**config.mk**
```make
export PLATFORM = sky130hd
export DESIGN_NAME = crc8_serial
export DESIGN_NICKNAME = d
export VERILOG_FILES = /design/src/rtl/crc_pkg.sv /design/src/rtl/crc8_step.sv /design/src/rtl/crc8_serial.sv
export SDC_FILE = /design/constraint.sdc
export NUM_CORES = 1
export LEC_CHECK = 0
export BUFFER_PORTS_ARGS = -buffer_cell sky130_fd_sc_hd__buf_2
export CAP_MARGIN = 20
export CORE_UTILIZATION = 50
export CTS_BUF_LIST = sky130_fd_sc_hd__clkbuf_4 sky130_fd_sc_hd__clkbuf_8
export CTS_CLUSTER_SIZE = 8
export DETAILED_ROUTE_END_ITERATION = 6
export GPL_TIMING_DRIVEN = 1
export PLACE_DENSITY = 0.69
export SLEW_MARGIN = 20
export SYNTH_ARGS = -nofsm -noshare
export SYNTH_HDL_FRONTEND = slang
export SYNTH_SLANG_ARGS = --single-unit
```
**constraint.sdc**
```tcl
create_clock -name clk -period 1.7 [get_ports clk]
set_input_delay 0.085 -clock clk [delete_from_list [all_inputs] [get_ports clk]]
set_output_delay 0.085 -clock clk [all_outputs]
set_load 0.1 [all_outputs]
```
**src/rtl/crc_pkg.sv**
```systemverilog
`default_nettype none
// ============================================================================
// Module      : crc_pkg
// Description : Shared definitions for the bit-serial CRC-8 engine.
//               - FSM state encoding (IDLE / SHIFT / DONE)
//               - Default polynomial, init value and output XOR constant
//               - Last bit index of a byte (the eighth shift)
//               - xor_gate: the 1-bit XOR primitive used for LFSR feedback
// Revision    : 1.0 - initial release
// ============================================================================
package crc_pkg;

  // Encoding is fixed so that state values seen in waveforms stay meaningful.
  typedef enum logic [1:0] {
    ST_IDLE  = 2'd0,
    ST_SHIFT = 2'd1,
    ST_DONE  = 2'd2
  } crc_state_t;

  // The x^8 term of the generator is implicit.
  localparam logic [7:0] CRC8_POLY_DEFAULT = 8'h07;
  localparam logic [7:0] CRC8_INIT_DEFAULT = 8'h00;
  localparam logic [7:0] CRC8_XOROUT       = 8'hFF;

  // Counter value during the eighth and final shift of a byte.
  localparam logic [2:0] CRC8_BIT_LAST     = 3'd7;

  // Single-bit XOR, the same semantics as the upstream xor_gate stage.
  function automatic logic xor_gate(input logic a, input logic b);
    return a ^ b;
  endfunction

endpackage
`default_nettype wire

```
**src/rtl/crc8_step.sv**
```systemverilog
`default_nettype none
// ============================================================================
// Module      : crc8_step
// Description : Combinational single-bit CRC-8 LFSR update. The incoming
//               data bit is XORed with the register MSB to form the feedback
//               term; when feedback is set the polynomial is folded into the
//               left-shifted register.
// Ports       : crc       in  8  current CRC register
//               data_bit  in  1  next message bit (MSB-first stream)
//               crc_next  out 8  CRC register after absorbing data_bit
// Revision    : 1.0 - initial release
// ============================================================================
module crc8_step
  import crc_pkg::*;
#(
  parameter logic [7:0] POLY = CRC8_POLY_DEFAULT
) (
  input  logic [7:0] crc,
  input  logic       data_bit,
  output logic [7:0] crc_next
);

  logic w_fb;

  assign w_fb     = xor_gate(crc[7], data_bit);
  assign crc_next = {crc[6:0], 1'b0} ^ (w_fb ? POLY : 8'h00);

endmodule
`default_nettype wire

```
**src/rtl/crc8_serial.sv**
```systemverilog
`default_nettype none
// ============================================================================
// Module      : crc8_serial
// Description : Bit-serial CRC-8 engine. Bytes arrive on a valid/ready
//               port and are shifted MSB-first through the LFSR, one bit per
//               clock (8 shift cycles per byte). The CRC register carries
//               across bytes of a frame; when the byte flagged in_last has
//               been absorbed the result is presented on the crc_valid /
//               crc_ready port and held until taken.
// Build option: CRC8_FINAL_XOR_EN - when defined, crc_out is the register
//               XORed with 8'hFF; otherwise the raw register is presented.
// Ports       : clk        in  1  clock, rising edge
//               rst        in  1  synchronous active-high reset
//               in_valid   in  1  input byte valid
//               in_ready   out 1  engine can accept a byte (IDLE)
//               in_data    in  8  input byte, MSB processed first
//               in_last    in  1  final byte of the frame
//               crc_valid  out 1  crc_out holds a finished frame CRC
//               crc_ready  in  1  consumer accepts crc_out
//               crc_out    out 8  frame CRC
//               busy       out 1  high in SHIFT or DONE
// Revision    : 1.0 - initial release
// ============================================================================
module crc8_serial
  import crc_pkg::*;
#(
  parameter logic [7:0] POLY = CRC8_POLY_DEFAULT,
  parameter logic [7:0] INIT = CRC8_INIT_DEFAULT
) (
  input  logic       clk,
  input  logic       rst,
  input  logic       in_valid,
  output logic       in_ready,
  input  logic [7:0] in_data,
  input  logic       in_last,
  output logic       crc_valid,
  input  logic       crc_ready,
  output logic [7:0] crc_out,
  output logic       busy
);

  crc_state_t r_state;
  logic [7:0] r_crc;
  logic [7:0] r_sh;
  logic [2:0] r_cnt;
  logic       r_last;
  logic       r_in_ready;
  logic       r_crc_valid;
  logic [7:0] r_crc_out;
  logic       r_busy;

  logic [7:0] w_crc_next;
  logic [7:0] w_crc_final;

  crc8_step #(
    .POLY (POLY)
  ) u_step (
    .crc      (r_crc),
    .data_bit (r_sh[7]),
    .crc_next (w_crc_next)
  );

  // The result is captured on the last shift edge, so it is formed from the
  // register value that this edge is about to store.
`ifdef CRC8_FINAL_XOR_EN
  assign w_crc_final = w_crc_next ^ CRC8_XOROUT;
`else
  assign w_crc_final = w_crc_next;
`endif

  always_ff @(posedge clk) begin
    if (rst) begin
      r_state     <= ST_IDLE;
      r_crc       <= INIT;
      r_sh        <= 8'h00;
      r_cnt       <= 3'd0;
      r_last      <= 1'b0;
      r_in_ready  <= 1'b1;
      r_crc_valid <= 1'b0;
      r_crc_out   <= 8'h00;
      r_busy      <= 1'b0;
    end else begin
      case (r_state)
        ST_IDLE: begin
          // in_ready is high throughout IDLE, so in_valid alone is an accept.
          if (in_valid) begin
            r_sh       <= in_data;
            r_last     <= in_last;
            r_cnt      <= 3'd0;
            r_state    <= ST_SHIFT;
            r_in_ready <= 1'b0;
            r_busy     <= 1'b1;
          end
        end

        ST_SHIFT: begin
          r_crc <= w_crc_next;
          r_sh  <= {r_sh[6:0], 1'b0};
          r_cnt <= r_cnt + 3'd1;
          if (r_cnt == CRC8_BIT_LAST) begin
            if (r_last) begin
              r_state     <= ST_DONE;
              r_crc_valid <= 1'b1;
              r_crc_out   <= w_crc_final;
            end else begin
              r_state    <= ST_IDLE;
              r_in_ready <= 1'b1;
              r_busy     <= 1'b0;
            end
          end
        end

        ST_DONE: begin
          // crc_out is held untouched until the consumer takes it.
          if (crc_ready) begin
            r_crc       <= INIT;
            r_state     <= ST_IDLE;
            r_crc_valid <= 1'b0;
            r_crc_out   <= 8'h00;
            r_in_ready  <= 1'b1;
            r_busy      <= 1'b0;
          end
        end

        default: begin
          r_state     <= ST_IDLE;
          r_crc       <= INIT;
          r_in_ready  <= 1'b1;
          r_crc_valid <= 1'b0;
          r_crc_out   <= 8'h00;
          r_busy      <= 1'b0;
        end
      endcase
    end
  end

  assign in_ready  = r_in_ready;
  assign crc_valid = r_crc_valid;
  assign crc_out   = r_crc_out;
  assign busy      = r_busy;

endmodule
`default_nettype wire

```
==> results of run 1 <==
worst paths after layout:
kind	from	endpoint	slack (ps)	cells past startpoint
worst min register to register	crc_out[7]	crc_out[7]	480	2
worst max register to register	r_cnt[0]	crc_out[2]	190	5
worst max-delay path	r_cnt[0]	crc_out[2]	190	5
worst min-delay path	in_data[0]	r_sh[0]	60	3
cell type report:
| cell class | instances | area, um^2 |
|---|---|---|
| Sequential cell | 33 | 661 |
| Multi-Input combinational cell | 95 | 626 |
| Fill cell | 232 | 996 |
| Tap cell | 30 | 37.5 |
| Clock buffer | 7 | 58.8 |
| Inverter | 7 | 26.3 |
| Timing Repair Buffer | 26 | 140 |
worst reg2reg max path, stage by stage, from the launching register on:
cell and delay [ps]:
dfxtp_1 340, ha_1 210, ha_1 240, a21oi_2 310, nor2_1 90, o32ai_1 240
layout by cell type, fill, tap and decap left out, types with 4 or more instances in the layout:
cell type	synthesis	final
a211oi_1	8	8
a21oi_1	11	11
a22oi_1	6	6
buf_2	3	23
clkbuf_4	0	6
dfxtp_1	33	33
inv_1	7	7
mux2i_1	9	9
nand2_1	10	10
nand3_1	4	4
nor2_1	18	18
o21ai_0	8	8
kinds of logic (layout without fill, tap and decap cells):
kind of cell             after synthesis  after routing
AO/OA/AOI/OAI                         44             44
AND/OR/NAND/NOR                       37             37
flip-flops                            33             33
buffers and inverters                 17             40
multiplexers                           9              9
XOR/XNOR                               3              3
adder cells (fa/ha/maj)                2              2
metrics by stage:
stage	cell area (um^2)	power, mW	setup WS [ps]
final	1550	1.44	186
after global routing	1550	1.52	37.7
after CTS	1550	1.46	159
after detailed placement	1480	1.01	190
after global placement	1480	1.00	275
after floorplan	1380	0.973	338
synth_stat cells, drive strengths merged:
master,number,area share (%)
o32ai,2,1.3
dfxtp,33,48
xor2,1,1.2
o21ba,1,1.2
o221ai,1,0.64
nor2b,1,0.45
a211oi,8,4.4
clkbuf,3,0.82
ha,2,1.8
nand2,10,2.7
or3,1,0.45
o21bai,1,0.55
xnor2,2,1.3
mux2i,9,6.5
nor3b,1,0.91
a21oi,13,5.8
o221a,1,0.82
a32oi,1,0.64
nor2,18,4.9
nand4,1,0.45
and4b,1,0.73
a22oi,6,3.3
o21ai,8,2.9
o31ai,2,1.1
buf,7,3.8
nand3,4,1.5
inv,7,1.9
repair_timing:
action | CTS | global route
hold buffers | 1 | 0
setup buffers | 0 | 0
hold endpoints to repair | 1 | 0
metal layers:
layer | vias up | GRT usage [%]
met2 | 26 | 32.9
met1 | 517 | 23.0
met4 | 0 | 6.84
met5 | - | 0
met3 | 7 | 6.67
li1 | 557 | -
flip-flops by register name, indices dropped and copies added (netlist names):
name and count:
r_last 1, crc_valid 1, r_sh 8, r_cnt 3, crc_out 8, busy 1
in_ready 1, r_crc 8, r_state 2
power groups by stage:
stage | sequential, mW | combinational [mW] | clock [mW]
after global placement | 0.839 | 0.166 | 0
final | 0.824 | 0.172 | 0.449
after global routing | 0.827 | 0.189 | 0.501
after CTS | 0.824 | 0.172 | 0.461
after detailed placement | 0.841 | 0.169 | 0
after floorplan | 0.863 | 0.110 | 0
==> metrics.yaml, run 1 <==
htree_num_levels: 2
cpPeakStageDelay_ps: 340
avgRoutedWirePerCell_um: 13.0
final-hold-violation-count: 0
sw_frac_of_total_pct: 25.4
clkSlewWorstSetupHoldPaths_ps: 100
crit_fanout: 8
post-dp-hpwl_mm: 1.80
crit_chain: "ha_1, ha_1, a21oi_2, nor2_1, o32ai_1"
pwr-share-comb_pct: 11.9
tightest_slew_ps: 562
grt_pass1_vias: 960
drtIter0Drc: 20
antenna_found_initial: 0
cp.arrival_ps: 1740
nets: 183
slowest_stage: "dfxtp_1"
syn-num-nets: 160
finalSetupViolCount: 0
die_w_um: 54.5
clk_path_buf_depth: 2
clkLatencyLatePin_ps: 320
drc: 0
timing.setup.tns_ps: 0
grt_usage_pct: 19.6
cap_violations: 0
criticalPathCategory: "flip-flop to flip-flop"
io_pins: 24
syn_inst: 145
hold_slack_ps: 61.9
rsz0062_at_grt: "false"
path_common_cell: "ha_1"
ir_drop_mv: 0.554
intPower_mw: 1.08
die_height_um: 54.5
grt_start_max_net_pins: 33
synth-seq-cells: 33
drt_wl_total_mm: 2.58
gp_congestion: 0.736
period_minus_slack_ps: 1510
finClkSkew_ps: 7.73
grt-ovfl-total: 0
dr_total_vias: 1107
p_leak_nw: 0.628
area_growth_pct: 12.5
crit_path_end_kind: "flip-flop"
cts-root-buf: "clkbuf_4"
netlist-cell-type-count: 31
yosys.area_share.simple_pct: 12.1
period_share_pct: 89.1
cpLargestDelayFamily: "compound AO/OA/AOI/OAI gates"
cts.repair.resized: 0
place_inst: 190
status: "finished clean"
ant_nets: 0
synth_area_mm2: 0.00138
synth_warnings: 0
start_util_pct: 54.1
startpoint_type: "flip-flop"
vias_per_cell: 5.59
wl_met1_mm: 1.16
relSlewSlack_pct: 62.6
numCtsBuffers: 5
synth_compound_area_share_pct: 22.5
path_buf_inv: 0
power_density_mw_per_mm2: 933
pwr-share-seq_pct: 57.0
wl_met3_um: 108
num_rows: 18
critPathRequiredTime_ps: 1930
synthMuxAreaShare_pct: 6.55
seq_area_frac_synth_pct: 48.0
core_area_mm2: 0.00254
dr_wl_met2_mm: 1.26
io_buffers: 23
min_path_type: "input port to flip-flop"
fmax_mhz: 660
drv_slew: 0
pwr-share-clk_pct: 31.1
diodes: 0
stdcell_count: 198
grt_first_pass_wirelength_mm: 4.13
avgSynthCellArea_um2: 9.49
drtPass1Iterations: 4
p_sw_uw: 367
drive_gt1_share_pct: 22.6
synth_top_family_by_area: "compound AO/OA/AOI/OAI gates"
top_layer: "met4"
clock_sinks: 33
die-area_mm2: 0.00297
fin_util_pct: 60.9
synth-adder-area-share_pct: 1.82
cts_tree: "done"
yosys.area_share.xor_xnor_pct: 2.45
Power figures use the tool's default switching activity.
==> run 2, diff against run 1 <==
- ABC_AREA: not set -> 1
- CORE_MARGIN: not set -> 8
==> run 2 against run 1 <==
Non-clock buffer count grew 1. Synthesized cell count grew 41%. Final cell count grew 34%. Sequential share of layout area shrank 4.0 points.
==> metrics.yaml, run 2 <==
tightest_slew_ps: 543  # was 562 ps
crit_fanout: 10  # was 8
cp.arrival_ps: 1580  # was 1740 ps
drv_slew: 0  # unchanged
synthFlopType: "dfxtp_1"  # unchanged
avgSynthCellArea_um2: 7.20  # was 9.49 um^2
reg2reg_depth: 8  # was 5
nets: 249  # was 183
post-cts-setup-buffer-count: 0  # unchanged
finClkSkew_ps: 4.55  # was 7.73 ps
min_path_type: "input port to flip-flop"  # unchanged
syn-num-nets: 220  # was 160
gp_congestion: 0.836  # was 0.736
mostFrequentLayoutCells: "nand2_1, dfxtp_1, nor2_1"  # was dfxtp_1, buf_2, nor2_1
synth_area_mm2: 0.00148  # was 0.00138 mm^2
antenna_found_initial: 0  # unchanged
drtIter0Drc: 94  # was 20
die_w_um: 70.3  # was 54.5 um
criticalPathCategory: "flip-flop to flip-flop"  # unchanged
setup.worst_path.end: "crc_out[5]"  # was crc_out[2]
clkSlewWorstSetupHoldPaths_ps: 100  # about the same
vias_per_cell: 5.08  # was 5.59
power_density_mw_per_mm2: 969  # was 933 mW/mm^2
grt_usage_pct: 12.5  # was 19.6%
period_minus_slack_ps: 1340  # was 1510 ps
multi_input_area_um2: 702  # was 626 um^2
htree_num_levels: 2  # unchanged
core_area_mm2: 0.00278  # was 0.00254 mm^2
cp-startpoint: "r_cnt[0]"  # unchanged
post-dp-hpwl_mm: 2.06  # was 1.80 mm
startpoint_type: "flip-flop"  # unchanged
synth_common_cells: "nand2_1, dfxtp_1, nor2_1, a21oi_1, inv_1"  # was dfxtp_1, nor2_1, a21oi_1, nand2_1, mux2i_1
finalSetupViolCount: 0  # unchanged
fmax_mhz: 744  # was 660 MHz
p_leak_nw: 0.827  # was 0.628 nW
io_pins: 24  # unchanged
critPathRequiredTime_ps: 1940  # was 1930 ps
clock_sinks: 33  # unchanged
final-hold-violation-count: 0  # unchanged
grt_pass1_vias: 1244  # was 960
syn_inst: 205  # was 145
clk_path_buf_depth: 2  # unchanged
grt-ovfl-total: 0  # unchanged
grt_start_max_net_pins: 19  # was 33
rrSetupSlack_ps: 360  # was 190 ps
num_rows: 19  # was 18
cts-root-buf: "clkbuf_4"  # unchanged
fillers: 281  # was 232
rr_endpoint: "crc_out[5]"  # was crc_out[2]
io_buffers: 23  # unchanged
diodes: 0  # unchanged
async_flop_share_pct: 0  # unchanged
yosysTopAreaCell: "dfxtp_1"  # unchanged
numCtsBuffers: 5  # unchanged
rsz0062_at_grt: "false"  # unchanged
die-area_mm2: 0.00495  # was 0.00297 mm^2
ys_top_cells_by_area: "dfxtp_1, nand2_1, nor2_1"  # was dfxtp_1, mux2i_1, nor2_1
drive_gt1_share_pct: 20.9  # was 22.6%
ir_drop_mv: 0.783  # was 0.554 mV
relSlewSlack_pct: 63.7  # was 62.6%
die_height_um: 70.3  # was 54.5 um
status: "finished clean"  # unchanged
ant_nets: 0  # unchanged
drc: 0  # unchanged
netlist-cell-type-count: 23  # was 31
area_growth_pct: 15.7  # was 12.5%
layout_commonest_cell: "nand2_1"  # was dfxtp_1
period_share_pct: 79.0  # was 89.1%
drtPass1Iterations: 4  # unchanged
synth_top_area_share_pct: 44.7  # was 48.0%
clkLatencyLatePin_ps: 330  # was 320 ps
crit_path_end_kind: "flip-flop"  # unchanged
synth_warnings: 0  # unchanged
cap_violations: 0  # unchanged
grt_first_pass_wirelength_mm: 5.21  # was 4.13 mm
avgRoutedWirePerCell_um: 11.2  # was 13.0 um
timing.setup.tns_ps: 0  # unchanged
dr_total_vias: 1350  # was 1107
synth-seq-cells: 33  # unchanged
hold_slack_ps: 62.5  # was 61.9 ps
r2r-start: "r_cnt[0]"  # unchanged
regArea_um2: 661  # unchanged
seq_area_frac_synth_pct: 44.7  # was 48.0%
start_util_pct: 53.1  # was 54.1%
drt_wl_total_mm: 2.97  # was 2.58 mm
synth_most_common_cell: "nand2_1"  # was dfxtp_1
synth-edff-count: 0  # unchanged
cts_tree: "done"  # unchanged
-- run 2: changes by cell type after synthesis, moves of 6 or more --
cell      before  now
a21oi_1       11   19
a22oi_1        6    0
mux2i_1        9    0
inv_1          7   17
nand2_1       10   65
a211oi_1       8    0
nor2_1        18   29
-- run 2: routing by layer --
metal	up-vias	part of all wire [%]	GRT usage, %
li1	696	-	-
met1	606	45	14.6
met2	40	46	19.6
met3	8	7.0	4.10
met4	0	2.1	6.70
met5	-	0	0
-- run 2: final cells by class --
class,count,area share (%)
Multi-Input combinational cell,146,41.1
Tap cell,31,2.27
Sequential cell,33,38.7
Inverter,21,5.05
Clock inverter,1,0.293
Clock buffer,7,3.81
Timing Repair Buffer,27,8.79
-- run 2: worst min-delay path by stage --
stage	slack (ps)	depth (start not counted)	to	startpoint
2_1_floorplan	230	2	r_sh[0]	in_data[0]
6_report	60	5	r_sh[3]	in_data[3]
3_5_place_dp	350	3	r_last	in_last
4_1_cts	60	5	r_sh[3]	in_data[3]
3_3_place_gp	340	3	r_last	in_last
5_1_grt	80	5	r_sh[5]	in_data[5]
-- run 2: power by group --
group | switching (mW) | total, mW | leakage (nW) | internal (mW)
sequential | 0.0240 | 0.840 | 0.270 | 0.816
combinational | 0.229 | 0.315 | 0.516 | 0.0851
clock | 0.261 | 0.501 | 0.0413 | 0.240
total | 0.514 | 1.66 | 0.827 | 1.14
-- run 2: stage by stage --
step,instances,power [mW],utilization [%],instance area [um^2],setup WS [ps]
2_1_floorplan,205,1.11,-,1480,416
3_3_place_gp,256,1.16,58.2,1620,404
3_5_place_dp,256,1.17,58.2,1620,368
4_1_cts,266,1.67,61.4,1710,350
5_1_grt,266,1.74,61.4,1710,222
6_report,266,1.66,61.4,1710,356
-- run 2: cell families (layout without fill, tap and decap cells) --
kind of cell | after synthesis | in the layout | share of synthesized area, %
adder cells (fa/ha/maj) | 2 | 2 | 1.69
AO/OA/AOI/OAI | 30 | 30 | 10.2
flip-flops | 33 | 33 | 44.7
buffers and inverters | 26 | 56 | 7.71
AND/OR/NAND/NOR | 114 | 114 | 35.7
-- run 2: repair_timing --
| item | in CTS | in global routing |
|---|---|---|
| setup endpoints to repair | 0 | 0 |
| resized for setup | 0 | 0 |
| hold endpoints to repair | 2 | 0 |
| hold buffers | 2 | 0 |
-- run 2: critical path, cell delays in order, from the launching register on --
cell and delay, ps:
dfxtp_1 340, ha_1 200, ha_1 190, inv_1 80, nand2_2 90, nand3_4 150, nand2_1 70, nand2_1 70
nor2_1 60
==> run 3, diff against run 2 <==
- clock period: 1.7 -> 1.3 ns (I/O delays scaled with it)
==> run 3 against run 2 <==
Die area stayed put. Sequential share of layout area is 1.4 points lower. Register-to-register slack got worse by 310 ps. Clock skew grew 3.5 ps. Global-route usage up 0.38 points. Via count fell by 1.0%. Wire length rose by 1.4%. Sequential power rose by 31%. First-iteration DRC count shrank 47%. Final area is 4.5% higher.
==> metrics.yaml, run 3 (synthesis gave the netlist of run 2 again) <==
io_pins: 24  # unchanged
num_rows: 19  # unchanged
io_buffers: 23  # unchanged
htree_num_levels: 2  # unchanged
clk_path_buf_depth: 2  # unchanged
pwr-share-clk_pct: 27.1  # was 30.2%
grt_start_max_net_pins: 19  # unchanged
cp.arrival_ps: 1490  # was 1580 ps
avgRoutedWirePerCell_um: 11.2  # about the same
drt_wl_total_mm: 3.02  # was 2.97 mm
place_area_mm2: 0.00164  # was 0.00162 mm^2
multi_input_area_um2: 762  # was 702 um^2
pre_cts_ws_ps: -14.5  # was 368 ps
numCtsBuffers: 5  # unchanged
timing.setup.tns_ps: 0  # unchanged
grt_usage_pct: 12.9  # was 12.5%
cpLargestDelayFamily: "simple AND/OR/NAND/NOR gates"  # unchanged
antenna_found_initial: 0  # unchanged
post-cts-setup-buffer-count: 0  # unchanged
nets: 252  # was 249
p_sw_uw: 688  # was 514 uW
cts_tree: "done"  # unchanged
final-hold-violation-count: 0  # unchanged
criticalPathCategory: "flip-flop to flip-flop"  # unchanged
diodes: 0  # unchanged
clkLatencyLatePin_ps: 330  # about the same
relSlewSlack_pct: 65.3  # was 63.7%
clock_sinks: 33  # unchanged
fin_ws_ps: 42.8  # was 356 ps
cts-root-buf: "clkbuf_4"  # unchanged
regArea_um2: 666  # was 661 um^2
fillers: 263  # was 281
tightest_slew_ps: 520  # was 543 ps
ant_nets: 0  # unchanged
pwr-share-comb_pct: 20.8  # was 19.0%
die-area_mm2: 0.00495  # unchanged
power_density_mw_per_mm2: 1180  # was 969 mW/mm^2
sw_frac_of_total_pct: 32.6  # was 31.1%
finish.instance_area_mm2: 0.00178  # was 0.00171 mm^2
die_w_um: 70.3  # unchanged
fmax_mhz: 795  # was 744 MHz
grt_first_pass_wirelength_mm: 5.29  # was 5.21 mm
intPower_mw: 1.42  # was 1.14 mW
start_util_pct: 53.1  # unchanged
period_minus_slack_ps: 1260  # was 1340 ps
pwr-share-seq_pct: 52.1  # was 50.8%
area_growth_pct: 20.8  # was 15.7%
drc: 0  # unchanged
mostFrequentLayoutCells: "nand2_1, nor2_1, dfxtp_1"  # was nand2_1, dfxtp_1, nor2_1
crit_path_end_kind: "flip-flop"  # unchanged
grt-ovfl-total: 0  # unchanged
grt_pass1_vias: 1241  # was 1244
p_leak_nw: 0.839  # was 0.827 nW
drive_gt1_share_pct: 26.9  # was 20.9%
period_share_pct: 96.7  # was 79.0%
cap_violations: 0  # unchanged
path_buf_inv: 2  # was 1
min_path_type: "input port to flip-flop"  # unchanged
die_height_um: 70.3  # unchanged
layout_commonest_cell: "nand2_1"  # unchanged
gp_congestion: 0.762  # was 0.836
finClkSkew_ps: 8.06  # was 4.55 ps
ir_drop_mv: 1.01  # was 0.783 mV
post-dp-hpwl_mm: 2.08  # was 2.06 mm
drtIter0Drc: 50  # was 94
critPathRequiredTime_ps: 1530  # was 1940 ps
status: "finished clean"  # unchanged
finalSetupViolCount: 0  # unchanged
startpoint_type: "flip-flop"  # unchanged
drv_slew: 0  # unchanged
core_area_mm2: 0.00278  # unchanged
p_total_mw: 2.11  # was 1.66 mW
crit_fanout: 7  # was 10
slowest_stage: "dfxtp_2"  # was dfxtp_1
drtPass1Iterations: 4  # unchanged
cpPeakStageDelay_ps: 370  # was 340 ps
dr_total_vias: 1336  # was 1350
clkSlewWorstSetupHoldPaths_ps: 100  # about the same
crit_chain: "ha_4, ha_4, inv_2, nand2_4, nand2_4, nor2_8, nand2_1, inv_1, nor2_1"  # was ha_1, ha_1, inv_1, nand2_2, nand3_4, nand2_1, nand2_1, nor2_1
vias_per_cell: 4.97  # was 5.08
rsz0062_at_grt: "true"  # was false
==> run 3: cell count changes in the layout (fill, tap and decap cells not counted), sizes merged <==
cell    previous run  this run
clkinv             1         2
clkbuf             7         6
buf               25        28
==> run 3: what timing repair did <==
item / in CTS / in global routing
gates resized for setup: 3 / 16
endpoints found under the setup margin: 9 / 17
hold buffers: 2 / 0
pin swaps: 1 / 9
endpoints found under the hold margin: 2 / 0
==> run 3: area by class of cell <==
| class | count | area share [%] |
|---|---|---|
| tap | 31 | 2.17 |
| multi-input combinational | 146 | 42.7 |
| inverter | 21 | 4.84 |
| sequential | 33 | 37.3 |
| clock buffer | 6 | 2.52 |
| timing repair buffer | 30 | 9.89 |
| clock inverter | 2 | 0.561 |
==> run 3: per-layer routing <==
layer / global-route usage [%] / vias up / routed length, um
li1: - / 702 / -
met4: 4.69 / 0 / 68
met3: 5.79 / 8 / 152
met1: 15.0 / 601 / 1460
met5: 0 / - / 0
met2: 20.1 / 25 / 1340
==> run 3: tightest hold or removal path, delay by kind of cell <==
kind / cells / cell delay, ps
buffers and inverters: 1 / 80
and+or+nand+nor: 4 / 200
==> run 3: worst paths after layout <==
| kind | slack, ps | end | start | depth (start not counted) |
|---|---|---|---|---|
| min | 40 | r_sh[7] | in_data[7] | 5 |
| max reg2reg | 40 | crc_out[1] | r_cnt[1] | 9 |
| max | 40 | crc_out[1] | r_cnt[1] | 9 |
| min reg2reg | 460 | in_ready | in_ready | 2 |
==> run 3: power by group through the flow <==
| stage | clock (mW) | sequential (mW) | combinational (mW) |
|---|---|---|---|
| after floorplan | 0 | 1.23 | 0.219 |
| after global placement | 0 | 1.12 | 0.410 |
| after detailed placement | 0 | 1.12 | 0.417 |
| after CTS | 0.601 | 1.10 | 0.428 |
| after global routing | 0.638 | 1.11 | 0.484 |
| final | 0.571 | 1.10 | 0.439 |
==> run 3: per-stage QoR <==
stage	utilization, %	hold slack, ps	instances
2_1_floorplan	-	212	205
3_3_place_gp	59.0	316	259
5_1_grt	64.1	52.6	269
3_5_place_dp	59.0	327	259
4_1_cts	62.1	23.9	269
6_report	64.1	39.0	269
